**config.mk**
```make
export PLATFORM = sky130hd
export DESIGN_NAME = acc_fifo
export DESIGN_NICKNAME = d
export VERILOG_FILES = /design/src/rtl/acc_fifo.sv
export SDC_FILE = /design/constraint.sdc
export NUM_CORES = 1
export LEC_CHECK = 0
export CORE_ASPECT_RATIO = 1.5
export CORE_MARGIN = 10
export CORE_UTILIZATION = 55
export CTS_CLUSTER_DIAMETER = 100
export CTS_CLUSTER_SIZE = 8
export DETAILED_ROUTE_END_ITERATION = 10
export PLACE_DENSITY = 0.72
export SYNTH_ARGS = -nofsm -noshare
export SYNTH_HDL_FRONTEND = slang
export SYNTH_SLANG_ARGS = --single-unit
export TNS_END_PERCENT = 1
```
**constraint.sdc**
```tcl
create_clock -name clk_i -period 12 [get_ports clk_i]
set_input_delay 2.4 -clock clk_i [delete_from_list [all_inputs] [get_ports clk_i]]
set_output_delay 2.4 -clock clk_i [all_outputs]
set_load 0.05 [all_outputs]
```
**src/rtl/acc_fifo.sv**
```systemverilog
// Circular-buffer FIFO between the router and one accelerator: registered read data, occupancy count, sticky drop flags.
// One-edge latency for push and pop. A write to a full FIFO is dropped unless a pop frees a slot on the same edge.
module acc_fifo #(
  parameter int WIDTH  = 128,
  parameter int DEPTH  = 8,
  parameter int ADDR_W = 3
) (
  input  logic              clk_i,
  input  logic              rst_ni,
  input  logic              clear_i,
  input  logic              put_req_i,
  input  logic [WIDTH-1:0]  data_in_i,
  input  logic              get_req_i,
  output logic [WIDTH-1:0]  data_out_o,
  output logic              data_valid_o,
  output logic              full_o,
  output logic              empty_o,
  output logic [ADDR_W:0]   count_o,
  output logic              overflow_o,
  output logic              underflow_o
);

  logic [WIDTH-1:0]  mem_q [DEPTH];
  logic [ADDR_W-1:0] wr_ptr_q, wr_ptr_d, rd_ptr_q, rd_ptr_d;
  logic [ADDR_W:0]   count_q, count_d;
  logic [WIDTH-1:0]  data_out_q, data_out_d;
  logic              data_valid_q, data_valid_d;
  logic              full_q, full_d, empty_q, empty_d;
  logic              overflow_q, overflow_d, underflow_q, underflow_d;
  logic              wr_en, rd_en;

  // A pop on the same edge frees the slot a full FIFO needs for the push.
  assign wr_en = put_req_i && (!full_q || get_req_i);
  assign rd_en = get_req_i && !empty_q;

  always_comb begin
    wr_ptr_d     = wr_ptr_q;
    rd_ptr_d     = rd_ptr_q;
    count_d      = count_q;
    data_out_d   = data_out_q;
    data_valid_d = 1'b0;
    overflow_d   = overflow_q;
    underflow_d  = underflow_q;
    if (clear_i) begin
      wr_ptr_d    = '0;
      rd_ptr_d    = '0;
      count_d     = '0;
      overflow_d  = 1'b0;
      underflow_d = 1'b0;
    end else begin
      if (wr_en) wr_ptr_d = wr_ptr_q + ADDR_W'(1);
      if (rd_en) begin
        rd_ptr_d     = rd_ptr_q + ADDR_W'(1);
        data_out_d   = mem_q[rd_ptr_q];
        data_valid_d = 1'b1;
      end
      case ({wr_en, rd_en})
        2'b10:   count_d = count_q + (ADDR_W+1)'(1);
        2'b01:   count_d = count_q - (ADDR_W+1)'(1);
        default: count_d = count_q;
      endcase
      if (put_req_i && !wr_en) overflow_d  = 1'b1;
      if (get_req_i && !rd_en) underflow_d = 1'b1;
    end
    full_d  = (count_d == (ADDR_W+1)'(DEPTH));
    empty_d = (count_d == '0);
  end

  always_ff @(posedge clk_i or negedge rst_ni) begin
    if (!rst_ni) begin
      wr_ptr_q     <= '0;
      rd_ptr_q     <= '0;
      count_q      <= '0;
      data_out_q   <= '0;
      data_valid_q <= 1'b0;
      full_q       <= 1'b0;
      empty_q      <= 1'b1;
      overflow_q   <= 1'b0;
      underflow_q  <= 1'b0;
    end else begin
      wr_ptr_q     <= wr_ptr_d;
      rd_ptr_q     <= rd_ptr_d;
      count_q      <= count_d;
      data_out_q   <= data_out_d;
      data_valid_q <= data_valid_d;
      full_q       <= full_d;
      empty_q      <= empty_d;
      overflow_q   <= overflow_d;
      underflow_q  <= underflow_d;
    end
  end

  // Storage is deliberately left out of reset; pointers alone define validity.
  always_ff @(posedge clk_i) begin
    if (wr_en && !clear_i) mem_q[wr_ptr_q] <= data_in_i;
  end

  assign data_out_o   = data_out_q;
  assign data_valid_o = data_valid_q;
  assign full_o       = full_q;
  assign empty_o      = empty_q;
  assign count_o      = count_q;
  assign overflow_o   = overflow_q;
  assign underflow_o  = underflow_q;

endmodule

```
==> impl_metrics.ini, run 1 <==
[worst_setup_path]
crit_path_end_kind = flop
crit_arrival_ns = 6.26
max_stage_delay_ns = 1.01
worstPathRequired_ns = 12.34
critPathKind = primary input to flop
crit_chain = clkdlybuf4s50_1 -> or3_1 -> nor3_4 -> buf_4 -> buf_4
cp_common_cell = buf_4
worstSetupStartpointType = primary input
cp_max_fo = 66
cpMaxStageDelayCell = buf_4

[synthesis]
synthCells = 1981
yosysTopAreaCell = edfxtp_1
synth_warnings = 0
synthTopCellsByArea = edfxtp_1 (71%), mux4_2 (13%), dfrtp_1 (8.2%), mux2i_1 (3.0%), a21oi_1 (1.5%)
ys_types = 37
yosysSeqAreaShare = 0.7890
syn_area_per_cell_um2 = 21.96
synth_fp_nets = 2118
yosysTopAreaCellShare = 0.7067
synth_seq_cells = 1167
synth_area_mm2 = 0.04351

[cts]
clock_path_buffers = 3
cts_inserted_buffers = 163
clk_pin_slew_ns = 0.05
postCtsSetupBuffers = 0
cts_resized = 0
hold_buffers = 0
cts_sinks = 1167
cts_tree = built
clkLatencyLatePin_ns = 0.73
clockRootBuffer = clkbuf_16
htreeDepth = 4

[sta]
worst_pin_slew_ns = 1.225
slew_headroom = 0.1834
fmax_mhz = 168.7
tns_ns = 0
finalSetupViolations = 0
rsz0062_at_grt = no
period_minus_slack_ns = 5.929
fin_ws_ns = 6.071
drv_slew = 0
worst_clock_skew_ns = 0.02148
hold_ws_ns = 0.5089
hold_viol = 0
post-route-period-util = 0.4941

[routing]
drt-initial-drc-count = 1623
drt_first_pass_iters = 5
routed_wirelength_um = 92040
drc = 0
vias = 20420
viasPerCell = 5.847
wl_per_cell_um = 26.35
antenna_left = 0

[grt]
grt_pass1_vias = 22090
antenna_found_initial = 27
grt_first_pass_wirelength_um = 140100
grt_max_degree = 172
gr-total-overflow = 0
grtUsageTotal = 0.2050

[hold_path]
hp-class = flop to flop

[power_and_ir_drop]
p_leak_nw = 16.47
ir_worst_vdd_v = 0.0001475
finalPower_mw = 11.24
power_density_mw_per_mm2 = 215.9

[placement]
dp.cells = 3197
place_hpwl_um = 51530
routabilityCongestion = 0.7298
dpl_cell_area_mm2 = 0.04728
portBuffers = 269
dp_worst_setup_slack_ns = 5.317

[floorplanning]
core-area_mm2 = 0.07851
die_x_um = 249.7
rows = 126
chipHeight_um = 364.5
num_io_pins = 270
dieArea_mm2 = 0.09099
start_util = 0.5542

[cells_and_area]
fillers = 5028
layout-drive-gt1-share = 0.1950
areaGrowthSynthToFinish_pct = 19.63
final_area_mm2 = 0.05205
stdcell_count = 3493
nNetsFinal = 2475
finish.utilization = 0.6630

[status]
run_status = complete, no violations

[flow_run]
max_cap_violations = 0
==> layout make-up <==
class / count / area, µm² / share of cell area
Multi-Input combinational cell: 707 / 8693 / 0.1670
Sequential cell: 1167 / 34340 / 0.6597
Antenna cell: 8 / 20.02 / 0.0003846
Timing Repair Buffer: 297 / 2954 / 0.05675
Inverter: 2 / 7.507 / 0.0001442
Tap cell: 1024 / 1281 / 0.02461
Clock inverter: 8 / 130.1 / 0.002500
Clock buffer: 280 / 4624 / 0.08884
==> synth_stat cells <==
| cell type | n |
|---|---|
| edfxtp_1 | 1024 |
| mux4_2 | 256 |
| nor2_1 | 145 |
| dfrtp_1 | 142 |
| a21oi_1 | 134 |
| mux2i_1 | 130 |
| buf_2 | 36 |
| clkbuf_1 | 36 |
| buf_4 | 25 |
| buf_1 | 6 |
| ha_1 | 4 |
| nand2_1 | 4 |
| nor3_1 | 4 |
| xor2_1 | 4 |
| nand2b_1 | 3 |
| xnor2_1 | 3 |
| buf_6 | 2 |
| inv_1 | 2 |
| nand3_1 | 2 |
| or3_1 | 2 |
| a221oi_1 | 1 |
| a221oi_2 | 1 |
| a2bb2oi_1 | 1 |
| a31oi_1 | 1 |
| and2b_4 | 1 |
| and3_2 | 1 |
| dfstp_2 | 1 |
| nand4b_1 | 1 |
| nor3_2 | 1 |
| nor3b_1 | 1 |
| o21ai_0 | 1 |
| o21ba_2 | 1 |
| or2_1 | 1 |
| or2b_2 | 1 |
| or3b_1 | 1 |
| or4bb_2 | 1 |
| xnor3_1 | 1 |
==> power breakdown <==
group / leakage [nW] / internal [mW] / switching (mW) / total, mW
clock network: 2.26 / 2.59 / 1.60 / 4.19
logic: 3.38 / 0.793 / 1.38 / 2.17
registers: 10.8 / 4.71 / 0.167 / 4.88
==> registers in the layout (all words and copies together) (netlist names) <==
register,cells
count_o,4
data_out_o,128
data_valid_o,1
empty_o,1
full_o,1
mem_q,1024
overflow_o,1
rd_ptr_q,3
underflow_o,1
wr_ptr_q,3
==> cell usage in the layout (no fill, tap or decap), drive strengths merged, types with 2 or more instances in the layout <==
cell	instances
mux2i	130
buf	29
xnor2	3
inv	5
diode	8
nand2b	3
nor2	145
a221oi	2
edfxtp	1024
a21oi	134
or3	2
ha	4
clkbuf	280
mux4	256
nand3	2
nor3	5
clkinv	5
xor2	4
dfrtp	142
clkdlybuf4s50	268
nand2	4
==> layer usage <==
layer / track usage / wire, µm / vias up / share of wire
met5: 0 / 172 / - / 0.0019
met4: 0.07025 / 2139 / 30 / 0.023
met3: 0.05727 / 5791 / 174 / 0.063
met2: 0.3603 / 50080 / 617 / 0.54
met1: 0.2392 / 33850 / 10760 / 0.37
li1: - / - / 8842 / -
==> final timing paths <==
kind                                          from  cells past startpoint  slack, ns                          end
max                                        clear_i                      5       6.07      mem_q[0][117]$_DFFE_PP_
min                        underflow_o$_DFFE_PN0P_                      2       0.51      underflow_o$_DFFE_PN0P_
max reg2reg                       full_o$_DFF_PN0_                      6       7.98      mem_q[0][117]$_DFFE_PP_
min reg2reg                underflow_o$_DFFE_PN0P_                      2       0.51      underflow_o$_DFFE_PN0P_
max in group asynchronous                   rst_ni                      2       8.71  data_out_o[120]$_DFFE_PN0P_
min in group asynchronous                   rst_ni                      1       1.73   data_out_o[81]$_DFFE_PN0P_
==> worst max-delay path: cells and delay by family <==
family,cells,cell delay [ns]
buffers and inverters,3,2.56
AND/OR/NAND/NOR,2,1.18
==> cell families after synthesis <==
logic type      after synthesis  share of synthesized area
fa+ha+maj                     4                   0.001150
compound gates              140                    0.01665
flops                      1167                     0.7890
buf+inv                     107                    0.01277
simple gates                169                    0.01610
xor+xnor                      8                   0.001927
mux                         386                     0.1624
(Power assumes the default switching activity.)
==> run 2, diff against run 1 <==
==> constraint.sdc (replaced) <==
create_clock -name clk_i -period 5.82 [get_ports clk_i]
set_input_delay 1.164 -clock clk_i [delete_from_list [all_inputs] [get_ports clk_i]]
set_output_delay 1.164 -clock clk_i [all_outputs]
set_load 0.05 [all_outputs]
==> impl_metrics.ini, run 2 (synthesis results as in run 1) <==
[status]
run_status = complete, no violations

[power_and_ir_drop]
p_leak_nw = 16.57
power_density_mw_per_mm2 = 444.4
ir_worst_vdd_v = 0.0003391

[sta]
worst_clock_skew_ns = 0.02613
slew_headroom = 0.2644
fmax_mhz = 285.5
post-route-period-util = 0.6019
period_minus_slack_ns = 3.503
hold_viol = 0
rsz0062_at_grt = no
finalSetupViolations = 0
fin_ws_ns = 2.317
drv_slew = 0
worst_pin_slew_ns = 1.101

[cells_and_area]
layout-drive-gt1-share = 0.1976
largest_reg_flops = 1024
final_common_cell = edfxtp_1
areaGrowthSynthToFinish_pct = 20.51
final_cell_mix = edfxtp_1 (1024), clkdlybuf4s50_1 (268), mux4_2 (256), clkbuf_16 (163)
seq_area_mm2 = 0.03434
largest_register = mem_q
multi_input_area_mm2 = 0.008700
stdcell_count = 3508
nNetsFinal = 2482
fillers = 4972

[worst_setup_path]
worstPathRequired_ns = 6.18
reg2reg_from = rd_ptr_q[0]$_DFFE_PN0P_
worstSetupStartpointType = primary input
crit_path_end_kind = flop
startpoint = get_req_i
cp_max_fo = 34
rr_worst_depth = 4
crit_arrival_ns = 3.86
cp-endpoint = mem_q[0][76]$_DFFE_PP_
rrSetupSlack_ns = 2.81
r2r_end = data_out_o[126]$_DFFE_PN0P_
critPathKind = primary input to flop

[placement]
routabilityCongestion = 0.7619
place_hpwl_um = 52110
dp_worst_setup_slack_ns = 1.535
dp.cells = 3204
portBuffers = 269

[floorplanning]
rows = 126
dieArea_mm2 = 0.09099
num_io_pins = 270
chipHeight_um = 364.5
die_x_um = 249.7
start_util = 0.5542
core-area_mm2 = 0.07851

[routing]
vias = 20560
wl_per_cell_um = 26.56
drc = 0
drt_first_pass_iters = 5
viasPerCell = 5.859
antenna_left = 0
routed_wirelength_um = 93180
drt-initial-drc-count = 1472

[hold_path]
hp-class = primary input to asynchronous set/reset pin

[grt]
grt_max_degree = 129
grt_first_pass_wirelength_um = 142900
grt_pass1_vias = 22360
gr-total-overflow = 0
grtUsageTotal = 0.2092
antenna_found_initial = 20

[cts]
cts_resized = 0
clkLatencyLatePin_ns = 0.75
htreeDepth = 4
clock_path_buffers = 3
postCtsSetupBuffers = 0
clockRootBuffer = clkbuf_16
cts_tree = built
cts_inserted_buffers = 163
hold_buffers = 0
clk_pin_slew_ns = 0.05
cts_sinks = 1167

[flow_run]
max_cap_violations = 0
## run 2: cell types whose count changed in the layout (fill, tap and decap cells not counted)
cell | before | now
nor3_4 | 2 | 3
buf_12 | 4 | 22
buf_4 | 24 | 13
diode_2 | 8 | 9
clkbuf_1 | 112 | 117
clkinv_8 | 5 | 7
inv_6 | 1 | 0
clkinv_16 | 0 | 6
clkbuf_16 | 168 | 163
nor3_2 | 1 | 0
## run 2: layout make-up
| type | instances | area share |
|---|---|---|
| inverter | 2 | 0.0001432 |
| multi-input combinational | 707 | 0.1659 |
| antenna | 9 | 0.0004295 |
| sequential | 1167 | 0.6549 |
| clock buffer | 280 | 0.08616 |
| clock inverter | 15 | 0.006371 |
| timing repair buffer | 304 | 0.06164 |
| tap | 1024 | 0.02443 |
## run 2: worst min path at each step
stage                                              to  slack [ns]               startpoint
final                      data_out_o[72]$_DFFE_PN0P_        0.47                   rst_ni
after global routing      data_out_o[116]$_DFFE_PN0P_        0.49                   rst_ni
after CTS                 data_out_o[116]$_DFFE_PN0P_        0.46                   rst_ni
after detailed placement      underflow_o$_DFFE_PN0P_        0.49  underflow_o$_DFFE_PN0P_
after global placement        underflow_o$_DFFE_PN0P_        0.48  underflow_o$_DFFE_PN0P_
after floorplan               wr_ptr_q[0]$_DFFE_PN0P_        0.55  wr_ptr_q[0]$_DFFE_PN0P_
## run 2: metal layers
layer / global-route usage / vias to the layer above / wire length, µm
met5: 0 / - / 135
met4: 0.08346 / 20 / 2441
met3: 0.04855 / 162 / 5030
met2: 0.3614 / 618 / 50070
met1: 0.2519 / 10900 / 35510
li1: - / 8860 / -
## run 2: critical path: stages
cell and delay, ns:
clkdlybuf4s50_1 0.55, nand2b_1 0.21, nand2_1 0.15, or3_1 0.51, nor3_4 0.65, buf_4 0.60
## run 2: through the flow
stage	hold slack (ns)	utilization	power (mW)	cell area (µm²)	TNS, ns
after floorplan	0.5459	-	13.15	43520	-1751.09
final	0.4721	0.6679	23.30	52440	0
after global placement	0.4818	0.6058	14.69	47560	0
after detailed placement	0.4886	0.6058	14.77	47560	0
after CTS	0.4588	0.6676	23.55	52410	0
after global routing	0.4898	0.6679	24.16	52440	0
## run 2: report_power, final
group	leakage (nW)	switching [mW]	internal, mW	total (mW)
clock	2.28	3.46	5.28	8.74
sequential	10.8	0.398	9.71	10.1
combinational	3.46	2.81	1.65	4.46
total	16.6	6.67	16.6	23.3
==> run 3, diff against run 2 <==
--- a/config.mk
+++ b/config.mk
@@ -7,7 +7,7 @@
 export LEC_CHECK = 0
 export CORE_ASPECT_RATIO = 1.5
 export CORE_MARGIN = 10
-export CORE_UTILIZATION = 55
+export CORE_UTILIZATION = 53
 export CTS_CLUSTER_DIAMETER = 100
 export CTS_CLUSTER_SIZE = 8
 export DETAILED_ROUTE_END_ITERATION = 10
==> constraint.sdc (replaced) <==
create_clock -name clk_i -period 2.95 [get_ports clk_i]
set_input_delay 0.59 -clock clk_i [delete_from_list [all_inputs] [get_ports clk_i]]
set_output_delay 0.59 -clock clk_i [all_outputs]
set_load 0.05 [all_outputs]
==> impl_metrics.ini, run 3 (synthesis results as in run 1) <==
[status]
run_status = complete, no violations

[cts]
hold_buffers = 1
postCtsSetupBuffers = 0
cts_resized = 0
cts_inserted_buffers = 163
cts_sinks = 1167
clkLatencyLatePin_ns = 0.74
htreeDepth = 4
cts_tree = built
clockRootBuffer = clkbuf_16
clock_path_buffers = 3
clk_pin_slew_ns = 0.05

[cells_and_area]
final_cell_mix = edfxtp_1 (1024), clkdlybuf4s50_1 (268), mux4_2 (256), clkbuf_16 (165), nor2_1 (139)
multi_input_area_mm2 = 0.008720
seq_area_mm2 = 0.03434
fillers = 5166
largest_reg_flops = 1024
layout-drive-gt1-share = 0.2305
largest_register = mem_q
nNetsFinal = 2585
areaGrowthSynthToFinish_pct = 23.85
final_area_mm2 = 0.05389
final_common_cell = edfxtp_1

[worst_setup_path]
cp_max_fo = 6
startpoint = empty_o$_DFF_PN1_
worstPathRequired_ns = 2.36
crit_path_end_kind = output pin
crit_arrival_ns = 2.18
worstSetupStartpointType = flop
cpMaxStageDelayCell = clkdlybuf4s50_1
max_stage_delay_ns = 0.84
rrSetupSlack_ns = 0.65
path_buf_inv = 1
reg2reg_from = rd_ptr_q[0]$_DFFE_PN0P_
crit_chain = clkdlybuf4s50_1
path_delay_family = buffers and inverters
critPathKind = flop to output pin

[routing]
drt_first_pass_iters = 5
routed_wirelength_um = 97430
vias = 21100
drc = 0
antenna_left = 0
drt-initial-drc-count = 1426
wl_per_cell_um = 26.87
viasPerCell = 5.820

[floorplanning]
die_x_um = 253.9
start_util = 0.5348
num_io_pins = 270
chipHeight_um = 370.9
rows = 128
dieArea_mm2 = 0.09419
core-area_mm2 = 0.08136

[power_and_ir_drop]
power_density_mw_per_mm2 = 858.5
p_leak_nw = 17.28
p_switching_mw = 13.20
ir_worst_vdd_v = 0.0009957
pwr-share-clk = 0.374
switching_share = 0.2854
finalPower_mw = 46.26
combPwrFrac = 0.197
p_int_mw = 33.06
pwr-share-seq = 0.429

[sta]
fmax_mhz = 361.3
drv_slew = 0
post-route-period-util = 0.9383
slew_headroom = 0.4820
period_minus_slack_ns = 2.768
hold_viol = 0
worst_clock_skew_ns = 0.01783
worst_pin_slew_ns = 0.7771
rsz0062_at_grt = no
finalSetupViolations = 0

[placement]
dpl_cell_area_mm2 = 0.04906
routabilityCongestion = 0.8004
portBuffers = 269
place_hpwl_um = 61060

[grt]
grt_first_pass_wirelength_um = 148200
grtUsageTotal = 0.2120
gr-total-overflow = 0
grt_max_degree = 72
grt_pass1_vias = 23210
antenna_found_initial = 10

[hold_path]
hp-class = primary input to asynchronous set/reset pin

[flow_run]
max_cap_violations = 0
-- run 3: cell types whose count changed in the layout (fill, tap and decap cells not counted), sizes merged --
cell	delta
inv	+5
clkbuf	+5
diode	-4
buf	+102
dlygate4sd3	+1
clkinv	-7
-- run 3: power by group through the flow --
| stage | Sequential [mW] | Clock, mW | Combinational [mW] |
|---|---|---|---|
| floorplan | 23.2 | 0 | 2.76 |
| global placement | 20.1 | 0 | 9.13 |
| detailed placement | 20.1 | 0 | 9.23 |
| CTS | 19.9 | 17.6 | 9.29 |
| global route | 20.0 | 18.3 | 9.66 |
| finish | 19.8 | 17.3 | 9.12 |
-- run 3: path summary, 6_finish.rpt --
check	endpoint	cells after the start
max	empty_o	1
min	data_out_o[77]$_DFFE_PN0P_	2
max reg2reg	data_out_o[26]$_DFFE_PN0P_	4
min reg2reg	data_out_o[47]$_DFFE_PN0P_	2
max in group asynchronous	rd_ptr_q[2]$_DFFE_PN0P_	3
min in group clk_i	data_out_o[47]$_DFFE_PN0P_	2
-- run 3: metrics by stage --
stage / setup TNS (ns) / cells / hold slack [ns] / setup WS, ns / utilization
floorplan: -957.59 / 1981 / 0.2944 / -1.826 / -
global placement: -0.05157 / 3322 / 0.4919 / -0.02869 / 0.6030
detailed placement: -0.07635 / 3322 / 0.5041 / -0.03478 / 0.6030
CTS: 0 / 3621 / 0.4578 / 0.1322 / 0.6622
global route: 0 / 3624 / 0.4652 / 0.1272 / 0.6623
finish: 0 / 3626 / 0.4509 / 0.1821 / 0.6623
-- run 3: layout make-up --
cell class,instances,share of cell area
Timing Repair Buffer,407,0.08714
Inverter,2,0.0001393
Clock buffer,285,0.08498
Tap cell,1040,0.02415
Multi-Input combinational cell,707,0.1618
Clock inverter,13,0.004249
Sequential cell,1167,0.6373
Antenna cell,5,0.0002322
-- run 3: metal layers --
layer	wire length, µm	GRT usage	up-vias	share of wire
li1	-	-	9091	-
met4	2196	0.06667	12	0.023
met5	82	0	-	0.00084
met3	5925	0.04904	163	0.061
met1	36030	0.2520	11150	0.37
met2	53200	0.3771	683	0.55
